$ cat src/rtl/hd44780_write_engine_if.sv
// Write handshake between content logic and the HD44780 write engine.
// The master presents {rs, data} with valid; the engine (slave) answers with ready.
`timescale 1ns/1ps
interface hd44780_write_engine_if;
  logic       wr_valid;
  logic       wr_ready;
  logic       wr_rs;
  logic [7:0] wr_data;

  modport master (output wr_valid, output wr_rs, output wr_data, input wr_ready);
  modport slave  (input wr_valid, input wr_rs, input wr_data, output wr_ready);
endinterface

$ cat src/rtl/hd44780_write_engine.sv
// HD44780 bus master: power-on init, then one {RS, byte} write per handshake with
// setup / E-pulse / execution delays. Define LCD_4BIT_EN for a 4-bit data bus.
`timescale 1ns/1ps
module hd44780_write_engine #(
  parameter int         T_POWERUP_CYC = 2000000,
  parameter int         T_SETUP_CYC   = 4,
  parameter int         T_E_HIGH_CYC  = 25,
  parameter int         T_EXEC_CYC    = 2500,
  parameter int         T_CLEAR_CYC   = 82000,
  parameter logic [7:0] INIT_DISPCTL  = 8'h0F
) (
  input  logic                        CLOCK_50,
  input  logic                        RESET,
  hd44780_write_engine_if.slave       wr,
  output logic                        init_done,
  output logic                        busy,
  output logic                        lcd_rs,
  output logic                        lcd_rw,
  output logic                        lcd_e,
  output logic [7:0]                  lcd_db
);

  function automatic int imax(input int a, input int b);
    return (a > b) ? a : b;
  endfunction

  localparam int T_MAX = imax(imax(imax(T_POWERUP_CYC, T_SETUP_CYC), imax(T_E_HIGH_CYC, T_EXEC_CYC)),
                              T_CLEAR_CYC);
  localparam int CNT_W = $clog2(T_MAX) + 1;

`ifdef LCD_4BIT_EN
  localparam int INIT_LEN = 8;
`else
  localparam int INIT_LEN = 5;
`endif

  typedef enum logic [2:0] {
    PWRUP,
    INIT,
    IDLE,
    SETUP,
    EHIGH,
`ifdef LCD_4BIT_EN
    GAP,
`endif
    EXEC
  } state_t;

  state_t             state_q, state_d;
  logic [CNT_W-1:0]   cnt_q, cnt_d;
  logic [3:0]         idx_q, idx_d;
  logic               rs_q, rs_d;
  logic [7:0]         data_q, data_d;
  logic               init_done_q, init_done_d;
`ifdef LCD_4BIT_EN
  logic               nib_lo_q, nib_lo_d;
  logic               single_q, single_d;
`endif

`ifdef LCD_4BIT_EN
  // First four entries are lone high nibbles that switch the controller to 4-bit mode.
  function automatic logic [7:0] init_byte(input logic [3:0] idx);
    case (idx)
      4'd0, 4'd1, 4'd2: return 8'h30;
      4'd3:             return 8'h20;
      4'd4:             return 8'h28;
      4'd5:             return INIT_DISPCTL;
      4'd6:             return 8'h01;
      default:          return 8'h06;
    endcase
  endfunction

  function automatic logic init_single(input logic [3:0] idx);
    return idx < 4'd4;
  endfunction
`else
  function automatic logic [7:0] init_byte(input logic [3:0] idx);
    case (idx)
      4'd0, 4'd1: return 8'h38;
      4'd2:       return INIT_DISPCTL;
      4'd3:       return 8'h01;
      default:    return 8'h06;
    endcase
  endfunction
`endif

  // Clear (0x01) and return-home (0x02/0x03) instructions need the long wait.
  function automatic logic is_long_wait(input logic rs, input logic [7:0] d);
    return !rs && ((d == 8'h01) || (d[7:1] == 7'b0000001));
  endfunction

  function automatic logic tick(input logic [CNT_W-1:0] c, input int len);
    return c == CNT_W'(len - 1);
  endfunction

  always_comb begin
    state_d     = state_q;
    idx_d       = idx_q;
    rs_d        = rs_q;
    data_d      = data_q;
    init_done_d = init_done_q;
`ifdef LCD_4BIT_EN
    nib_lo_d    = nib_lo_q;
    single_d    = single_q;
`endif
    case (state_q)
      PWRUP: if (tick(cnt_q, T_POWERUP_CYC)) state_d = INIT;
      INIT: begin
        rs_d    = 1'b0;
        data_d  = init_byte(idx_q);
        idx_d   = idx_q + 4'd1;
`ifdef LCD_4BIT_EN
        nib_lo_d = 1'b0;
        single_d = init_single(idx_q);
`endif
        state_d = SETUP;
      end
      IDLE: if (wr.wr_valid) begin
        rs_d    = wr.wr_rs;
        data_d  = wr.wr_data;
`ifdef LCD_4BIT_EN
        nib_lo_d = 1'b0;
        single_d = 1'b0;
`endif
        state_d = SETUP;
      end
      SETUP: if (tick(cnt_q, T_SETUP_CYC)) state_d = EHIGH;
      EHIGH: if (tick(cnt_q, T_E_HIGH_CYC)) begin
`ifdef LCD_4BIT_EN
        state_d = (!nib_lo_q && !single_q) ? GAP : EXEC;
`else
        state_d = EXEC;
`endif
      end
`ifdef LCD_4BIT_EN
      // Hold the high nibble after E falls before presenting the low nibble.
      GAP: if (tick(cnt_q, T_SETUP_CYC)) begin
        nib_lo_d = 1'b1;
        state_d  = SETUP;
      end
`endif
      EXEC: if (tick(cnt_q, is_long_wait(rs_q, data_q) ? T_CLEAR_CYC : T_EXEC_CYC)) begin
        if (init_done_q) begin
          state_d = IDLE;
        end else if (idx_q == 4'(INIT_LEN)) begin
          init_done_d = 1'b1;
          state_d     = IDLE;
        end else begin
          state_d = INIT;
        end
      end
      default: state_d = PWRUP;
    endcase

    if (state_d != state_q)   cnt_d = '0;
    else if (state_q != IDLE) cnt_d = cnt_q + CNT_W'(1);
    else                      cnt_d = cnt_q;
  end

  always_ff @(posedge CLOCK_50 or posedge RESET) begin
    if (RESET) begin
      state_q     <= PWRUP;
      cnt_q       <= '0;
      idx_q       <= '0;
      rs_q        <= 1'b0;
      data_q      <= '0;
      init_done_q <= 1'b0;
`ifdef LCD_4BIT_EN
      nib_lo_q    <= 1'b0;
      single_q    <= 1'b0;
`endif
    end else begin
      state_q     <= state_d;
      cnt_q       <= cnt_d;
      idx_q       <= idx_d;
      rs_q        <= rs_d;
      data_q      <= data_d;
      init_done_q <= init_done_d;
`ifdef LCD_4BIT_EN
      nib_lo_q    <= nib_lo_d;
      single_q    <= single_d;
`endif
    end
  end

  // E decodes straight from the state so an asynchronous reset drops it at once.
  assign lcd_e       = (state_q == EHIGH);
  assign wr.wr_ready = (state_q == IDLE);
  assign busy        = (state_q != IDLE);
  assign init_done   = init_done_q;
  assign lcd_rs      = rs_q;
  assign lcd_rw      = 1'b0;
`ifdef LCD_4BIT_EN
  assign lcd_db      = {nib_lo_q ? data_q[3:0] : data_q[7:4], 4'h0};
`else
  assign lcd_db      = data_q;
`endif

endmodule

$ cat src/flat_wrapper.sv
// flat-port wrapper written by rule: the top's interface ports become plain ports
module hd44780_write_engine_flat 
#(
  parameter int         T_POWERUP_CYC = 2000000,
  parameter int         T_SETUP_CYC   = 4,
  parameter int         T_E_HIGH_CYC  = 25,
  parameter int         T_EXEC_CYC    = 2500,
  parameter int         T_CLEAR_CYC   = 82000,
  parameter logic [7:0] INIT_DISPCTL  = 8'h0F
)
  (CLOCK_50, RESET, init_done, busy, lcd_rs, lcd_rw, lcd_e, lcd_db, wr_wr_valid, wr_wr_rs, wr_wr_data, wr_wr_ready);
  hd44780_write_engine_if wr_i ();
  input  logic CLOCK_50;
  input  logic RESET;
  output logic init_done;
  output logic busy;
  output logic lcd_rs;
  output logic lcd_rw;
  output logic lcd_e;
  output logic [7:0] lcd_db;
  input wire logic [$bits(wr_i.wr_valid)-1:0] wr_wr_valid;
  input wire logic [$bits(wr_i.wr_rs)-1:0] wr_wr_rs;
  input wire logic [$bits(wr_i.wr_data)-1:0] wr_wr_data;
  output wire logic [$bits(wr_i.wr_ready)-1:0] wr_wr_ready;
  assign wr_i.wr_valid = wr_wr_valid;
  assign wr_i.wr_rs = wr_wr_rs;
  assign wr_i.wr_data = wr_wr_data;
  assign wr_wr_ready = wr_i.wr_ready;
  hd44780_write_engine #(.T_POWERUP_CYC(T_POWERUP_CYC), .T_SETUP_CYC(T_SETUP_CYC), .T_E_HIGH_CYC(T_E_HIGH_CYC), .T_EXEC_CYC(T_EXEC_CYC), .T_CLEAR_CYC(T_CLEAR_CYC), .INIT_DISPCTL(INIT_DISPCTL)) u_core (.CLOCK_50(CLOCK_50), .RESET(RESET), .wr(wr_i), .init_done(init_done), .busy(busy), .lcd_rs(lcd_rs), .lcd_rw(lcd_rw), .lcd_e(lcd_e), .lcd_db(lcd_db));
endmodule
$ cat config.mk
export PLATFORM = sky130hd
export DESIGN_NAME = hd44780_write_engine_flat
export DESIGN_NICKNAME = d
export VERILOG_FILES = /design/src/rtl/hd44780_write_engine_if.sv /design/src/rtl/hd44780_write_engine.sv /design/src/flat_wrapper.sv
export SDC_FILE = /design/constraint.sdc
export NUM_CORES = 1
export LEC_CHECK = 0
export CORE_UTILIZATION = 40
export CTS_BUF_LIST = sky130_fd_sc_hd__clkbuf_8
export CTS_CLUSTER_SIZE = 40
export DETAILED_ROUTE_END_ITERATION = 8
export PLACE_DENSITY_LB_ADDON = 0.05
export SLEW_MARGIN = 40
export SYNTH_ARGS = -nofsm -noshare
export SYNTH_HDL_FRONTEND = slang
export SYNTH_SLANG_ARGS = --single-unit
export TNS_END_PERCENT = 1
$ cat constraint.sdc
create_clock -name CLOCK_50 -period 3.04 [get_ports CLOCK_50]
set_input_delay 0.608 -clock CLOCK_50 [delete_from_list [all_inputs] [get_ports CLOCK_50]]
set_output_delay 0.608 -clock CLOCK_50 [all_outputs]
set_load 0.005 [all_outputs]
; ---- After elaboration in Yosys (flattened, before gate mapping)
; Index checks and enable logic that the tools add are counted.
; W data, S select, Z words.
[totals]
ff_bits = 39
in_bits = 12
output_inout_bits = 14
word_cells = 55
[classes]
add_sub_neg = 3
eq_ne = 18
muxes = 18
n_reduce_logical = 10
[ops]
columns = operator, count
row1 = $mux W22, 2
row2 = $add A22 B1 Y22 const B, 1
row3 = $eq A22 B2 Y1 const B, 1
row4 = $eq A22 B21 Y1 const B, 1
row5 = $eq A22 B22 Y1, 1
row6 = $eq A22 B5 Y1 const B, 1
row7 = $sub A22 B2 Y22 const B, 1
row8 = $mux W3, 6
row9 = $pmux W3 S6, 1
row10 = $pmux W6 S3, 1
row11 = $mux W17, 1
row12 = $pmux W8 S2, 1
row13 = $eq A4 B2 Y1 const B, 2
row14 = $eq A8 B1 Y1 const B, 1
row15 = $mux W8, 1
row16 = $eq A7 B1 Y1 const B, 1
row17 = $eq A3 B2 Y1 const B, 2
row18 = $eq A3 B3 Y1 const B, 2
row19 = $add A4 B1 Y4 const B, 1
row20 = $eq A4 B1 Y1 const B, 1
row21 = $eq A4 B3 Y1 const B, 1
row22 = $logic_not A4 Y1, 1
row23 = $reduce_and A2 Y1, 2
row24 = $reduce_bool A2 Y1, 2
row25 = 12 further kinds, 14

; ---- Longest topological paths before layout
[logic_depth]
ltp_word = 10
depth_mapped = 10
ltp_nobuf = 7

; ---- Worst setup path before layout
; Ideal clock, no wire load.
[synth_timing]
kind = register -> register
from = reg u_core.cnt_q[15]
to = reg u_core.cnt_q[0]
setup_time_ns = 0.121
t_arrival_ns = 1.901
setup_slack_ns = 1.018
path_stages_with_launch = 7
path_buffers = 1
path_cell_list = dfrtp_1 -> or4_4 -> and4b_1 -> o21ai_2 -> a211oi_4 -> buf_8 -> nor3_2
[synth_between]
elab_chain_len = 5
[synth_lines]
columns = element, line
row1 = start: declaration, hd44780_write_engine.sv:50  ; logic [CNT_W-1:0] cnt_q, cnt_d;
row2 = start signal: assignment, hd44780_write_engine.sv:174  ; cnt_q <= cnt_d;
row3 = $eq A22 B22 Y1 (tied with other cells), hd44780_write_engine.sv:93  ; return c == CNT_W'(len - 1);
row4 = "$mux W3, on equally long branches", -
row5 = $pmux W3 S6 *, hd44780_write_engine.sv:106  ; case (state_q)
row6 = $ne A3 B3 Y1 *, hd44780_write_engine.sv:155  ; if (state_d != state_q) cnt_d = '0;
row7 = $mux W22 or $reduce_bool A2 Y1 (tied branches), -
; Mark *: on every way between the ends. The rest lies on a longest branch, timed or not.
; A chain may end at the register's enable or synchronous reset.

; ---- Final worst setup path
[layout_timing]
from = reg u_core.state_q[1]
to = out wr_wr_ready
[layout_between]
elab_chain_len = 1
[layout_lines]
columns = element, line
row1 = start: declaration, hd44780_write_engine.sv:49  ; state_t state_q, state_d;
row2 = start signal: assignment, hd44780_write_engine.sv:173  ; state_q <= state_d;
row3 = $eq A3 B2 Y1, hd44780_write_engine.sv:188  ; assign wr.wr_ready = (state_q == IDLE);
row4 = end: declaration, flat_wrapper.sv:24  ; output wire logic [$bits(wr_i.wr_ready)-1:0] wr_wr_ready;
; Every way passes these cells.

==> impl_metrics.ini <==
[die]
die_h_um = 79.03
core_area_mm2 = 0.005608
die_width_um = 79.03
num_rows = 27
num_io_pins = 26
start_util_pct = 42.32
die_area_mm2 = 0.006246

[layout]
multiInputGateArea_mm2 = 0.001242
seq_area_um2 = 975.9
area_growth_pct = 14.44
utilization_pct = 48.44
antenna_cells = 0
fill_cells = 576
layout.nets = 294
drive_above_1_share_pct = 12.27

[run_status]
outcome = completed

[placement]
hpwl_mm = 3.761
portBuffers = 24
pre_cts_ws_ns = 0.8082
gp_congestion = 0.8245

[power_and_ir_drop]
power.density_mw_per_mm2 = 322.3
power.total_mw = 0.8755
ir_drop_mv = 0.1755
p_leak_nw = 1.135

[synth]
synth_warnings = 0
synth_edf_count = 0
syn_nets = 276
syn-cell-area_mm2 = 0.002374
netlist_instances = 258
syn-mean-instance-area_um2 = 9.200
synth_cell_types = 52
synth_flop_cell = dfrtp_1
postSynth.asyncResetShare_pct = 100.0
ys_ff_latch = 39
synth_seq_area_share_pct = 41.12

[timing]
worst_slack_ns = 0.4950
slew_headroom_pct = 65.31
tightest_slew_ns = 0.5181
slew_violations = 0
rsz0062_at_grt = false
whs_ns = 0.4777
final.period_utilization_pct = 83.72
fmaxAchievable_mhz = 392.9
tns_ns = 0
period_needed_ns = 2.545
finalSetupViolCount = 0
hold_viol = 0
skew_ns = 0.004682

[grt]
grt_max_degree = 40
grt_pass1_vias = 1874
grt_pass1_wl_mm = 9.384
grt_overflow = 0
grtUsageTotal_pct = 19.27
antenna_found_initial = 0

[setup_path]
rr_endpoint = u_core.cnt_q[11]
r2r_start = u_core.state_q[1]
required_ns = 2.43
path_class = reg -> out
reg2reg_depth = 7
start_kind = flip-flop
cp.arrival_ns = 1.94
endpoint_kind = output pin
ff2ff_setup_slack_ns = 0.83
path_max_fanout = 11

[detailed_routing]
viasPerCell = 5.312
wl_mm = 5.315
wl_per_cell_um = 15.23
final_antenna_net_count = 0
first_iter_violations = 96
vias = 1854
post-route-drc-count = 0
firstDrtPassIters = 4

[clocking]
htreeDepth = 2
cts_setup_buffers = 0
insertion_delay_ns = 0.29
cts_inserted_buffers = 5
tritoncts = yes
cts-root-buf = clkbuf_8
hold_buffers = 0
path_clk_slew_ns = 0.08
ctsResizeCount = 0
clkSinkCount = 39
cts.path.max_buffers = 2

[worst_hold_path]
hold_start = u_core.init_done
min_path_cells = 2
hold_class = reg -> reg
hold_end = u_core.init_done

[run]
max_cap_violations = 0
[area by class of cell]
cell class                      instances  area share, %
Clock buffer                            5          2.533
Clock inverter                          3         0.4606
Inverter                               13          1.796
Multi-Input combinational cell        188          45.74
Sequential cell                        39          35.93
Tap cell                               72          3.316
Timing Repair Buffer                   29          10.23
[cells in the final DEF, fill, tap and decap left out, types with 2 or more instances in the layout]
| master | netlist | layout |
|---|---|---|
| a21oi_1 | 8 | 8 |
| a31oi_1 | 3 | 3 |
| nor3_1 | 24 | 24 |
| nand2b_1 | 3 | 3 |
| and2_1 | 2 | 2 |
| or4_1 | 3 | 3 |
| xor2_1 | 4 | 4 |
| dfrtp_1 | 39 | 39 |
| inv_1 | 12 | 14 |
| ha_1 | 6 | 6 |
| and3_1 | 2 | 2 |
| buf_4 | 3 | 5 |
| nor2_1 | 23 | 23 |
| o22a_1 | 2 | 2 |
| nand4_1 | 8 | 8 |
| nor4_2 | 3 | 3 |
| o211ai_1 | 2 | 2 |
| nor3_2 | 10 | 10 |
| clkbuf_8 | 0 | 5 |
| o21ai_0 | 8 | 8 |
| nand3_1 | 6 | 6 |
| nand2_1 | 21 | 21 |
| nor4_1 | 7 | 7 |
| clkdlybuf4s50_1 | 0 | 24 |
| xnor2_1 | 20 | 20 |
[synth_stat cells (2+ instances only)]
| cell | n | area (um2) |
|---|---|---|
| and2_1 | 2 | 12.51 |
| nand2_1 | 21 | 78.83 |
| and3_1 | 2 | 12.51 |
| inv_1 | 12 | 45.04 |
| ha_1 | 6 | 75.07 |
| buf_4 | 3 | 22.52 |
| a21oi_1 | 8 | 40.04 |
| nand4_1 | 8 | 50.05 |
| nor3_1 | 24 | 120.1 |
| buf_2 | 6 | 30.03 |
| xnor2_1 | 20 | 175.2 |
| clkbuf_1 | 6 | 22.52 |
| nor4_2 | 3 | 37.54 |
| xor2_1 | 4 | 35.03 |
| nand3_1 | 6 | 30.03 |
| nor2_1 | 23 | 86.33 |
| nor4_1 | 7 | 43.79 |
| or4_1 | 3 | 22.52 |
| dfrtp_1 | 39 | 975.9 |
| o22a_1 | 2 | 17.52 |
| nand2b_1 | 3 | 18.77 |
| o211ai_1 | 2 | 15.01 |
| o21ai_0 | 8 | 40.04 |
| nor3_2 | 10 | 100.1 |
| a31oi_1 | 3 | 18.77 |
[registers in the layout, summed over array words and instances (netlist names)]
| register | cells |
|---|---|
| u_core.idx_q | 4 |
| u_core.cnt_q | 22 |
| u_core.lcd_rs | 1 |
| u_core.state_q | 3 |
| u_core.lcd_db | 8 |
| u_core.init_done | 1 |
[kinds of logic after synthesis]
logic type,after synthesis,synth area share (%)
xor+xnor,24,8.856
flops,39,41.12
other cells,1,0.1580
buf+inv,31,6.536
mux,1,0.4217
compound gates,32,9.120
fa+ha+maj,6,3.163
simple gates,124,30.63
[worst max path at each step]
stage | end | from | cells after the start | slack [ns]
global route | wr_wr_ready | u_core.state_q[1] | 3 | 0.42
finish | wr_wr_ready | u_core.state_q[1] | 3 | 0.50
CTS | wr_wr_ready | u_core.state_q[1] | 3 | 0.49
global placement | wr_wr_ready | u_core.state_q[1] | 3 | 0.83
detailed placement | wr_wr_ready | u_core.state_q[1] | 3 | 0.81
floorplan | u_core.cnt_q[0] | u_core.cnt_q[15] | 6 | 1.02
[worst max-delay path, cell delays in order, from the launching register on]
cell             delay, ns
dfrtp_1               0.54
or3b_1                0.42
inv_2                 0.16
clkdlybuf4s50_1       0.52
[metrics by stage]
step	instances	cell area (um2)
finish	349	2716
global placement	341	2635
detailed placement	341	2635
floorplan	258	2374
CTS	349	2716
global route	349	2716
[routing by layer]
layer  global-route usage (%)  vias to the layer above  share of wire (%)
met5                        0                        -                  0
met4                    5.636                        0               0.79
met3                    3.678                        5                3.1
met2                    28.62                       22                 43
met1                    28.18                      893                 53
li1                         -                      934                  -
[where the power goes]
part           leakage, nW  switching, mW  internal, mW
Sequential           0.500              0         0.518
Clock               0.0505          0.177         0.154
Combinational        0.584         0.0126        0.0132
No activity file was read; power rests on OpenSTA's default activity.
